[src/rtl/wb_arb_pkg.sv]
// Shared types and constants for the register-file write-port arbiter.
// Payload data is carried at DATA_W_MAX bits; the top zero-extends and truncates to its DATA_W.
package wb_arb_pkg;

  localparam int unsigned REG_W      = 5;
  localparam int unsigned DATA_W_MAX = 64;
  localparam logic [REG_W-1:0] XZR   = 5'd31;

  typedef struct packed {
    logic [REG_W-1:0]      rd;
    logic [DATA_W_MAX-1:0] data;
  } wb_req_t;

  typedef enum logic [1:0] {
    IDLE,
    PIPE,
    DRAIN,
    FORCE
  } grant_e;

endpackage

[src/rtl/wb_arb_fifo.sv]
// Side-unit result FIFO: occupancy-based full/empty, pointers wrap modulo DEPTH.
// Exposes per-entry valid/target-register views for the RAW scoreboard.
module wb_arb_fifo
  import wb_arb_pkg::*;
#(
  parameter int unsigned DEPTH = 2
) (
  input  logic                              clk,
  input  logic                              reset_n,
  input  logic                              push,
  input  wb_req_t                           push_req,
  input  logic                              pop,
  output wb_req_t                           head,
  output logic [$clog2(DEPTH+1)-1:0]        q_count,
  output logic [DEPTH-1:0]                  ent_valid,
  output logic [DEPTH-1:0][REG_W-1:0]       ent_rd
);

  localparam int unsigned PTR_W = $clog2(DEPTH);
  localparam int unsigned CNT_W = $clog2(DEPTH + 1);

  wb_req_t          mem [DEPTH];
  logic [PTR_W-1:0] wr_ptr;
  logic [PTR_W-1:0] rd_ptr;

  // Pointers and occupancy; DEPTH is a power of two so natural overflow wraps.
  always_ff @(posedge clk or negedge reset_n) begin
    if (!reset_n) begin
      wr_ptr  <= '0;
      rd_ptr  <= '0;
      q_count <= '0;
    end else begin
      if (push) wr_ptr <= wr_ptr + PTR_W'(1);
      if (pop)  rd_ptr <= rd_ptr + PTR_W'(1);
      case ({push, pop})
        2'b10:   q_count <= q_count + CNT_W'(1);
        2'b01:   q_count <= q_count - CNT_W'(1);
        default: q_count <= q_count;
      endcase
    end
  end

  always_ff @(posedge clk) begin
    if (push) mem[wr_ptr] <= push_req;
  end

  assign head = mem[rd_ptr];

  // An entry is live when its distance from the read pointer is below the occupancy.
  for (genvar g = 0; g < DEPTH; g++) begin : g_ent
    assign ent_valid[g] = CNT_W'(PTR_W'(PTR_W'(g) - rd_ptr)) < q_count;
    assign ent_rd[g]    = mem[g].rd;
  end

endmodule

[src/rtl/wb_port_arbiter.sv]
// Arbitrates the single register-file write port between WB and the side-unit FIFO,
// with starvation-forced drains. Optional RAW scoreboard under WB_ARB_SCOREBOARD_EN.
module wb_port_arbiter
  import wb_arb_pkg::*;
#(
  parameter int unsigned DATA_W   = 64,
  parameter int unsigned DEPTH    = 2,
  parameter int unsigned MAX_WAIT = 4
) (
  input  logic                       clk,
  input  logic                       reset_n,
  input  logic                       wb_we,
  input  logic [4:0]                 wb_reg,
  input  logic [DATA_W-1:0]          wb_data,
  input  logic                       mc_valid,
  output logic                       mc_ready,
  input  logic [4:0]                 mc_reg,
  input  logic [DATA_W-1:0]          mc_data,
  output logic                       stall_req,
  output logic                       rf_we,
  output logic [4:0]                 rf_reg,
  output logic [DATA_W-1:0]          rf_data,
  output logic [$clog2(DEPTH+1)-1:0] q_count,
  input  logic [4:0]                 query_reg,
  output logic                       query_hit
);

  localparam int unsigned CNT_W  = $clog2(DEPTH + 1);
  localparam int unsigned WAIT_W = $clog2(MAX_WAIT + 1);

  wb_req_t                  push_req;
  wb_req_t                  head;
  logic                     push;
  logic                     pop;
  logic                     wb_valid;
  logic                     fifo_nonempty;
  logic [WAIT_W-1:0]        wait_cnt;
  grant_e                   grant;
  logic [DEPTH-1:0]         ent_valid;
  logic [DEPTH-1:0][REG_W-1:0] ent_rd;

  assign mc_ready      = q_count < CNT_W'(DEPTH);
  assign fifo_nonempty = q_count != '0;
  assign stall_req     = (wait_cnt == WAIT_W'(MAX_WAIT)) && fifo_nonempty;
  assign wb_valid      = wb_we && (wb_reg != XZR);

  // XZR results are handshaken but never stored.
  assign push = mc_valid && mc_ready && (mc_reg != XZR);
  assign pop  = (grant == FORCE) || (grant == DRAIN);

  always_comb begin
    push_req      = '0;
    push_req.rd   = mc_reg;
    push_req.data = DATA_W_MAX'(mc_data);
  end

  always_comb begin
    grant = IDLE;
    if (stall_req)          grant = FORCE;
    else if (wb_valid)      grant = PIPE;
    else if (fifo_nonempty) grant = DRAIN;
  end

  wb_arb_fifo #(.DEPTH(DEPTH)) u_fifo (
    .clk       (clk),
    .reset_n   (reset_n),
    .push      (push),
    .push_req  (push_req),
    .pop       (pop),
    .head      (head),
    .q_count   (q_count),
    .ent_valid (ent_valid),
    .ent_rd    (ent_rd)
  );

  // Write-port registers and head aging; IDLE keeps the last address/data.
  always_ff @(posedge clk or negedge reset_n) begin
    if (!reset_n) begin
      rf_we    <= 1'b0;
      rf_reg   <= '0;
      rf_data  <= '0;
      wait_cnt <= '0;
    end else begin
      rf_we <= (grant != IDLE);
      case (grant)
        PIPE: begin
          rf_reg  <= wb_reg;
          rf_data <= wb_data;
          if (fifo_nonempty && (wait_cnt != WAIT_W'(MAX_WAIT)))
            wait_cnt <= wait_cnt + WAIT_W'(1);
        end
        DRAIN, FORCE: begin
          rf_reg   <= head.rd;
          rf_data  <= DATA_W'(head.data);
          wait_cnt <= '0;
        end
        default: ;
      endcase
    end
  end

`ifdef WB_ARB_SCOREBOARD_EN
  logic [DEPTH-1:0] ent_hit;

  for (genvar g = 0; g < DEPTH; g++) begin : g_hit
    assign ent_hit[g] = ent_valid[g] && (ent_rd[g] == query_reg);
  end

  assign query_hit = (query_reg != XZR) &&
                     ((|ent_hit) || (rf_we && (rf_reg == query_reg)));
`else
  logic unused_sb;
  assign unused_sb = ^{query_reg, ent_valid, ent_rd};
  assign query_hit = 1'b0;
`endif

endmodule

[config.mk]
export PLATFORM = sky130hd
export DESIGN_NAME = wb_port_arbiter
export DESIGN_NICKNAME = d
export VERILOG_FILES = /design/src/rtl/wb_arb_pkg.sv /design/src/rtl/wb_arb_fifo.sv /design/src/rtl/wb_port_arbiter.sv
export SDC_FILE = /design/constraint.sdc
export NUM_CORES = 1
export LEC_CHECK = 0
export ABC_CLOCK_PERIOD_IN_PS = 4500
export CORE_ASPECT_RATIO = 1.2
export CORE_MARGIN = 10
export CORE_UTILIZATION = 44
export DETAILED_ROUTE_END_ITERATION = 8
export HOLD_SLACK_MARGIN = 0.06
export PLACE_DENSITY_LB_ADDON = 0.2
export REMOVE_ABC_BUFFERS = 1
export SLEW_MARGIN = 20
export SYNTH_ARGS = -nofsm -noshare
export SYNTH_HDL_FRONTEND = slang
export SYNTH_SLANG_ARGS = --single-unit
[constraint.sdc]
create_clock -name clk -period 4.5 [get_ports clk]
set_clock_uncertainty 0.2 [all_clocks]
set_input_delay 0.9 -clock clk [delete_from_list [all_inputs] [get_ports clk]]
set_output_delay 0.9 -clock clk [all_outputs]
set_load 0.02 [all_outputs]
==> results of run 1 <==
-- per-stage QoR --
stage	hold WS (ps)	cell area (sq um)	setup slack (ps)	power (mW)	setup TNS (ps)
after floorplan	268.1	8053	-235.5	4.311	-32500
after global placement	293.8	10640	1196	5.270	0
after detailed placement	298.2	10640	1093	5.360	0
after CTS	173.9	11350	1310	7.136	0
after global routing	196.3	11350	1241	7.399	0
final	172.6	11350	1330	7.044	0
-- kinds of logic after synthesis --
family | synth area share [%]
xor+xnor | 0.5277
compound gates | 8.942
mux | 8.323
flops | 73.16
fa+ha+maj | 0.4524
simple gates | 5.278
buf+inv | 3.272
other cells | 0.04519
-- cell usage in the layout (no fill, tap or decap), drive strengths merged, types with 2 or more instances in the layout --
cell and instances:
ha 3, mux2i 69, clkdlybuf4s50 214, a221o 69
buf 13, clkinv 10, inv 7, nand3 4
edfxtp 138, nor3 69, clkbuf 28, nand2 2
nor2 7, o21ai 3, dfrtp 77, xnor2 4
-- area by class of cell --
| cell class | count | area share, % |
|---|---|---|
| multi-input combinational | 239 | 17.49 |
| clock inverter | 12 | 0.8160 |
| tap | 252 | 2.779 |
| clock buffer | 28 | 5.414 |
| inverter | 7 | 0.2316 |
| timing repair buffer | 227 | 19.74 |
| sequential | 215 | 53.53 |
-- per-layer routing --
layer	track usage (%)	up-vias	wire length (um)
li1	-	2425	-
met1	18.43	2666	7975
met2	29.86	167	11380
met3	4.033	37	1269
met4	5.370	0	551
met5	0	-	0
-- cells in the mapped netlist (2+ instances only) --
cell type    n
a221o_1     69
buf_2       19
buf_4        3
buf_6        8
clkbuf_1    10
dfrtp_1     77
edfxtp_1   138
ha_1         3
inv_1        7
mux2i_1     69
nand2_1      2
nand3_1      4
nor2_1       3
nor2_2       2
nor2_4       2
nor3_1      69
o21ai_0      2
xnor2_1      4
-- worst max-delay path, cell delays in order, from the launching register on --
cell             delay [ps]
dfrtp_1                 390
inv_1                   100
ha_1                    190
nand2_1                 130
nor2_4                  140
clkdlybuf4s50_1         620
-- power groups by stage --
stage / clock (mW) / sequential, mW / combinational [mW]
3_3_place_gp: 0 / 3.01 / 2.26
5_1_grt: 1.88 / 3.07 / 2.44
6_report: 1.76 / 3.01 / 2.27
4_1_cts: 1.80 / 3.02 / 2.32
3_5_place_dp: 0 / 3.05 / 2.31
2_1_floorplan: 0 / 3.34 / 0.975
-- final timing paths --
| path | from | end | depth (start not counted) |
|---|---|---|---|
| worst min-delay path | reset_n | rf_data[41] | 1 |
| min in group clk | rf_data[11] | rf_data[11] | 1 |
| worst min register to register | rf_data[11] | rf_data[11] | 1 |
| worst max register to register | u_fifo.q_count[0] | rf_data[15] | 5 |
| worst max-delay path | wait_cnt[0] | stall_req | 5 |
| max in group asynchronous | reset_n | rf_data[44] | 2 |
==> flow_summary_export.csv, run 1 <==
group,metric,value,unit
status,status,"complete, no violations",
pwr,p_int,4.775,mW
global_routing,overflow,0,
worst_setup_path,worstPathArrival,2070,ps
pwr,switching_share,32.20,%
worst_setup_path,ff2ff_setup_slack,1600,ps
drt,detail-route-antenna-nets,0,
synth,ys_types,28,
pwr,powerDensity,620.8,mW/mm^2
die,io_pins,222,
sta,fmaxAchievable,315.5,MHz
cells_and_area,area_growth,36.75,%
sta,setup_viol,0,
pwr,seqPwrFrac,42.8,%
pwr,combPwrFrac,32.3,%
cts,postCtsHoldBufs,0,
cts,htree_levels,1,
global_routing,grt_pass1_vias,5690,
pwr,ir_drop,0.3168,mV
pwr,p_leak,4.257,nW
cells_and_area,largest_reg_flops,138,
die,die_w,145.4,um
sta,rsz0062_at_grt,"false",
synth,synth-async-reset-ratio,35.81,%
pwr,clock_power_share,24.9,%
synth,yosys_warnings,0,
cells_and_area,final_nets,862,
cts,cts_tree,"done",
cells_and_area,fill_cells,1404,
synth,seq_area_frac_synth,73.16,%
cts,clock_latency,500,ps
placement,gp_congestion,0.7539,
cells_and_area,postLayoutCoreUtil,61.74,%
synth,synth_edf_count,138,
placement,io_buffers,215,
synth,synthFlopType,"edfxtp_1",
die,core,0.01838,sq mm
drt,first_iter_violations,257,
global_routing,antenna_found_initial,0,
worst_hold_path,min_path_type,"primary input to asynchronous set/reset pin",
cells_and_area,final_layout_size_suffix_gt1_share,7.967,%
pwr,switching_power,2.268,mW
worst_setup_path,required,3400,ps
worst_setup_path,cp_max_fo,3,
cells_and_area,multi_input_area,0.001984,sq mm
synth,synth_cells,501,
sta,hold_viol_final,0,
worst_setup_path,worstSetupPathType,"flip-flop to output port",
cts,cts_max_path_buffers,3,
cells_and_area,diodes,0,
synth,synth.top_cell.area_share,49.94,%
drt,dr.pass1.iters,4,
die,fp-row-count,54,
cts,path_clk_slew,60,ps
drt,route.vias.total,5295,
die,fp.dieH,170.4,um
drt,postRouteWirelength,21180,um
run,cap_violations,0,
synth,synth_seq_cells,215,
sta,slew_headroom,29.78,%
cts,root_buffer,"clkbuf_16",
drt,drt-vias-per-instance,5.403,
synth,synth_area,0.008298,sq mm
sta,worst_slew_pin_slew,1053,ps
placement,dp.cells,940,
worst_setup_path,start_kind,"flip-flop",
sta,min_period_over_period,70.44,%
global_routing,grt_pass1_wl,32360,um
synth,synth_top_area_cell,"edfxtp_1",
global_routing,grt_max_degree,72,
drt,drc,0,
cts,post_cts_resized,0,
die,initial_core_util,45.15,%
cts,cts.sinks,215,
die,die-area,0.02477,sq mm
synth,avgSynthCellArea,16.56,sq um
synth,synthTopCellsByArea,"edfxtp_1 (50%), dfrtp_1 (23%), a221o_1 (8.3%), mux2i_1 (8.3%), nor3_1 (4.2%)",
drt,wl_per_cell,21.61,um
cts,postCtsSetupBuffers,0,
global_routing,grt_usage,16.37,%
cells_and_area,instances_no_fill,980,
worst_setup_path,cp-end-kind,"output port",
cts,numCtsBuffers,22,
cells_and_area,seq_area,0.006075,sq mm
placement,dpl.hpwl,14520,um
sta,drv_slew,0,
sta,finalCriticalPeriod,3170,ps
(Power assumes the default switching activity.)
==> run 2: changes to the inputs <==
--- a/config.mk
+++ b/config.mk
@@ -5,10 +5,10 @@
 export SDC_FILE = /design/constraint.sdc
 export NUM_CORES = 1
 export LEC_CHECK = 0
-export ABC_CLOCK_PERIOD_IN_PS = 4500
+export ABC_CLOCK_PERIOD_IN_PS = 3310
 export CORE_ASPECT_RATIO = 1.2
 export CORE_MARGIN = 10
-export CORE_UTILIZATION = 44
+export CORE_UTILIZATION = 48
 export DETAILED_ROUTE_END_ITERATION = 8
 export HOLD_SLACK_MARGIN = 0.06
 export PLACE_DENSITY_LB_ADDON = 0.2
==> constraint.sdc (replaced) <==
create_clock -name clk -period 3.31 [get_ports clk]
set_clock_uncertainty 0.2 [all_clocks]
set_input_delay 0.662 -clock clk [delete_from_list [all_inputs] [get_ports clk]]
set_output_delay 0.662 -clock clk [all_outputs]
set_load 0.02 [all_outputs]
==> run 2 against run 1 <==
Net effect:
- critical path depth did not move
- core utilization rose by 5.5 points
- cell count fell by 3.7%
- register-to-register slack got worse by 560 ps
==> flow_summary_export.csv, run 2 (synthesis gave the netlist of run 1 again) <==
group,metric,value,unit
cts,cts_tree,"done",
cts,htree_levels,1,
worst_setup_path,cp_max_fo,3,
drt,first_iter_violations,195,
placement,dpl.hpwl,14150,um
cts,clock_latency,490,ps
global_routing,grt_usage,17.42,%
die,die_w,140.0,um
cts,post_cts_resized,0,
sta,rsz0062_at_grt,"false",
worst_setup_path,required,2450,ps
die,initial_core_util,49.05,%
sta,finalCriticalPeriod,2937,ps
worst_setup_path,r2r_cells,7,
cells_and_area,mostFrequentLayoutCell,"clkdlybuf4s50_1",
placement,pre_cts_ws,428.0,ps
drt,route.vias.total,5230,
sta,drv_slew,0,
drt,postRouteWirelength,20790,um
sta,min_period_over_period,88.73,%
status,status,"complete, no violations",
global_routing,grt_max_degree,70,
drt,drt-vias-per-instance,5.540,
die,fp-row-count,52,
sta,slew_headroom,62.49,%
worst_setup_path,worstPathArrival,2070,ps
cells_and_area,diodes,0,
die,io_pins,222,
cts,postCtsHoldBufs,1,
sta,setup_viol,0,
global_routing,overflow,0,
drt,drc,0,
cts,cts.sinks,215,
sta,hold_viol_final,0,
cts,postCtsSetupBuffers,0,
cts,path_clk_slew,60,ps
worst_hold_path,holdPathStages,1,
cells_and_area,final_nets,863,
cts,numCtsBuffers,21,
placement,gp_congestion,0.7941,
sta,worst_slew_pin_slew,562.6,ps
drt,dr.pass1.iters,4,
pwr,ir_drop,0.5661,mV
placement,io_buffers,215,
pwr,powerDensity,841.6,mW/mm^2
worst_setup_path,worstSetupPathType,"flip-flop to output port",
sta,fmaxAchievable,340.5,MHz
cells_and_area,postLayoutCoreUtil,67.23,%
cells_and_area,final_layout_size_suffix_gt1_share,7.555,%
worst_setup_path,start_kind,"flip-flop",
sta,worst_slack,373.0,ps
die,fp.dieH,164.0,um
global_routing,grt_pass1_vias,5814,
placement,place_area,0.01069,sq mm
drt,wl_per_cell,22.03,um
die,core,0.01692,sq mm
cts,root_buffer,"clkbuf_16",
global_routing,grt_pass1_wl,32080,um
die,die-area,0.02297,sq mm
cells_and_area,largest_reg_flops,138,
global_routing,antenna_found_initial,1,
worst_hold_path,min_path_type,"flip-flop to flip-flop",
drt,detail-route-antenna-nets,0,
worst_setup_path,cp-end-kind,"output port",
pwr,p_leak,4.273,nW
cts,cts_max_path_buffers,3,
cells_and_area,final_area,0.01137,sq mm
cells_and_area,area_growth,37.05,%
run,cap_violations,0,
cells_and_area,final_cell_mix,"clkdlybuf4s50_1 (214), edfxtp_1 (138), dfrtp_1 (76)",
## run 2: metrics by stage
stage                     hold slack (ps)  total power, mW  setup TNS, ps  std cells
after floorplan                     166.4            5.860        -183830        461
after global placement              293.9            7.238              0        905
after global routing                329.9            10.06              0        944
after CTS                           316.3            9.702              0        944
final                               308.8            9.571              0        944
after detailed placement            297.5            7.362              0        905
## run 2: per-layer routing
layer | vias to the layer above | global-route usage (%) | share of wire [%]
met2 | 146 | 32.41 | 55
met1 | 2625 | 18.91 | 37
met5 | - | 0 | 0
li1 | 2432 | - | -
met4 | 0 | 4.793 | 1.9
met3 | 27 | 4.939 | 6.5
## run 2: final cells by class
type / instances / area [sq um]
well taps: 216 / 270.3
clock buffers: 31 / 604.3
multi-input cells: 239 / 1984
repair buffers: 229 / 2345
clock inverters: 7 / 67.56
flip-flops and latches: 215 / 6075
inverters: 7 / 26.28
fillers: 1210 / 5544
## run 2: final timing paths
path / slack, ps / to / start
setup / recovery: 370 / stall_req / wait_cnt[0]
hold / removal: 310 / rf_data[40] / rf_data[40]
setup reg to reg: 1040 / rf_data[60] / wait_cnt[0]
hold reg to reg: 310 / rf_data[40] / rf_data[40]
max in group asynchronous: 1680 / rf_data[43] / reset_n
min in group asynchronous: 520 / rf_data[44] / reset_n
## run 2: where the power goes
part	leakage [nW]	switching (mW)	internal, mW
sequential	2.19	0.406	3.61
clock	0.332	0.954	1.35
combinational	1.75	1.70	1.55
## run 2: critical path, stage by stage, from the launching register on
cell and delay, ps:
dfrtp_1 390, inv_1 110, ha_1 190, nand2_1 120, nor2_4 150, clkdlybuf4s50_1 630
==> run 3: changes to the inputs <==
--- a/config.mk
+++ b/config.mk
@@ -8,12 +8,15 @@
 export ABC_CLOCK_PERIOD_IN_PS = 3310
 export CORE_ASPECT_RATIO = 1.2
 export CORE_MARGIN = 10
-export CORE_UTILIZATION = 48
+export CORE_UTILIZATION = 55
 export DETAILED_ROUTE_END_ITERATION = 8
+export DONT_BUFFER_PORTS = 1
 export HOLD_SLACK_MARGIN = 0.06
 export PLACE_DENSITY_LB_ADDON = 0.2
 export REMOVE_ABC_BUFFERS = 1
 export SLEW_MARGIN = 20
 export SYNTH_ARGS = -nofsm -noshare
 export SYNTH_HDL_FRONTEND = slang
+export SYNTH_HIERARCHICAL = 1
 export SYNTH_SLANG_ARGS = --single-unit
+export TNS_END_PERCENT = 30
==> run 3 against run 2 <==
Net effect:
- total power fell by 5.9%
- clock power is 5% higher
- critical endpoint unchanged
- global-route usage down 0.23 points
- area after synthesis up 4.6%
- highest routed layer unchanged
- combinational power down 38%
- core utilization down 1.3 points
==> flow_summary_export.csv, run 3 <==
group,metric,value,unit
die,core,0.01558,sq mm
drt,dr.pass1.iters,4,
cts,postCtsSetupBuffers,0,
worst_setup_path,cp-end-kind,"output port",
synth,synth_cells,563,
global_routing,grt_max_degree,78,
worst_setup_path,crit_start,"u_fifo/q_count[1]",
cts,postCtsHoldBufs,71,
placement,dpl.hpwl,11830,um
placement,io_buffers,0,
drt,first_iter_violations,285,
die,die_w,134.7,um
worst_hold_path,min_path_type,"primary input to flip-flop",
sta,setup_viol,0,
placement,dp.cells,751,
cts,root_buffer,"clkbuf_16",
die,io_pins,222,
cts,post_cts_resized,0,
pwr,clock_power_share,26.9,%
global_routing,overflow,0,
cells_and_area,mostFrequentLayoutCell,"edfxtp_1",
die,fp.dieH,157.6,um
sta,worst_slew_pin_slew,799.5,ps
sta,slew_headroom,46.70,%
cells_and_area,final_nets,789,
cts,htree_levels,1,
pwr,p_leak,4.099,nW
sta,finalCriticalPeriod,2528,ps
worst_setup_path,required,2450,ps
cts,path_clk_slew,60,ps
cells_and_area,final_cell_mix,"edfxtp_1 (138), dfrtp_1 (76), inv_1 (75)",
die,die-area,0.02122,sq mm
worst_setup_path,worstPathArrival,1670,ps
worst_setup_path,worstSetupPathType,"flip-flop to output port",
cells_and_area,instances_no_fill,865,
drt,drc,0,
sta,rsz0062_at_grt,"false",
die,fp-row-count,50,
global_routing,grt_usage,17.19,%
drt,detail-route-antenna-nets,0,
status,status,"complete, no violations",
cts,numCtsBuffers,23,
run,cap_violations,0,
cts,cts_tree,"done",
pwr,switching_power,2.928,mW
cts,clock_latency,490,ps
sta,min_period_over_period,76.38,%
pwr,fin_total_pwr,9.007,mW
worst_setup_path,start_kind,"flip-flop",
worst_hold_path,holdCritStartpoint,"wb_data[7]",
synth,yosys_warnings,6,
placement,gp_congestion,0.7628,
drt,wl_per_cell,21.48,um
worst_setup_path,rr_endpoint,"u_fifo/mem[0][45]",
pwr,powerDensity,877.6,mW/mm^2
cells_and_area,area_growth,18.27,%
drt,postRouteWirelength,18580,um
worst_hold_path,holdPathStages,2,
pwr,seqPwrFrac,50.9,%
sta,hold_viol_final,0,
worst_setup_path,ff2ff_setup_slack,920,ps
drt,drt-vias-per-instance,5.597,
synth,avgSynthCellArea,15.41,sq um
pwr,p_int,6.079,mW
die,initial_core_util,55.71,%
global_routing,antenna_found_initial,1,
cells_and_area,largest_reg_flops,138,
synth,synth_area,0.008678,sq mm
sta,drv_slew,0,
pwr,combPwrFrac,22.3,%
pwr,switching_share,32.51,%
cts,cts_max_path_buffers,3,
sta,fmaxAchievable,395.6,MHz
pwr,ir_drop,0.5748,mV
worst_setup_path,r2r_cells,5,
cts,cts.sinks,215,
worst_setup_path,cp_max_fo,7,
worst_hold_path,hold_end,"rf_data[7]",
global_routing,grt_pass1_vias,5337,
global_routing,grt_pass1_wl,28900,um
cells_and_area,final_layout_size_suffix_gt1_share,17.86,%
drt,route.vias.total,4841,
worst_setup_path,r2r-start,"u_fifo/q_count[1]",
[run 3: power by group through the flow]
| stage | sequential (mW) | clock, mW | combinational, mW |
|---|---|---|---|
| floorplan | 4.56 | 0 | 1.54 |
| global placement | 4.62 | 0 | 1.85 |
| detailed placement | 4.64 | 0 | 1.91 |
| CTS | 4.60 | 2.47 | 2.03 |
| global route | 4.67 | 2.60 | 2.21 |
| finish | 4.58 | 2.42 | 2.01 |
[run 3: metrics by stage]
stage | TNS [ps] | hold WS [ps] | instance area [sq um] | setup WS, ps | util (%)
2_1_floorplan | -106560 | 166.4 | 8419 | -1427 | -
3_3_place_gp | 0 | 169.0 | 8811 | 845.3 | 56.56
3_5_place_dp | 0 | 168.6 | 8811 | 805.0 | 56.56
4_1_cts | 0 | 137.2 | 10260 | 768.5 | 65.86
5_1_grt | 0 | 147.5 | 10260 | 711.1 | 65.86
6_report | 0 | 152.8 | 10260 | 781.9 | 65.89
[run 3: area by class of cell]
type                       count  area (sq um)
clock inverter                10         93.84
sequential                   215          6075
timing repair buffer          80         820.8
tap                          208         260.3
inverter                      75         281.5
clock buffer                  31         625.6
multi-input combinational    244          2102
fill                        1060          5314
antenna                        2         5.005
[run 3: worst max-delay path by stage]
stage	slack, ps	end
global route	710	stall_req
floorplan	-1430	u_fifo/mem[0][0]
finish	780	stall_req
CTS	770	stall_req
detailed placement	810	rf_data[60]
global placement	850	u_fifo/mem[0][51]
[run 3: layer usage]
metal  global-route usage [%]  part of all wire, %
met1                    19.17                   34
met2                    30.23                   54
met3                    5.517                  9.4
met4                    5.968                  2.1
met5                        0                    0
[run 3: critical path, cell delays in order, from the launching register on]
cell and delay, ps:
dfrtp_1 550, o211ai_2 420, inv_1 200
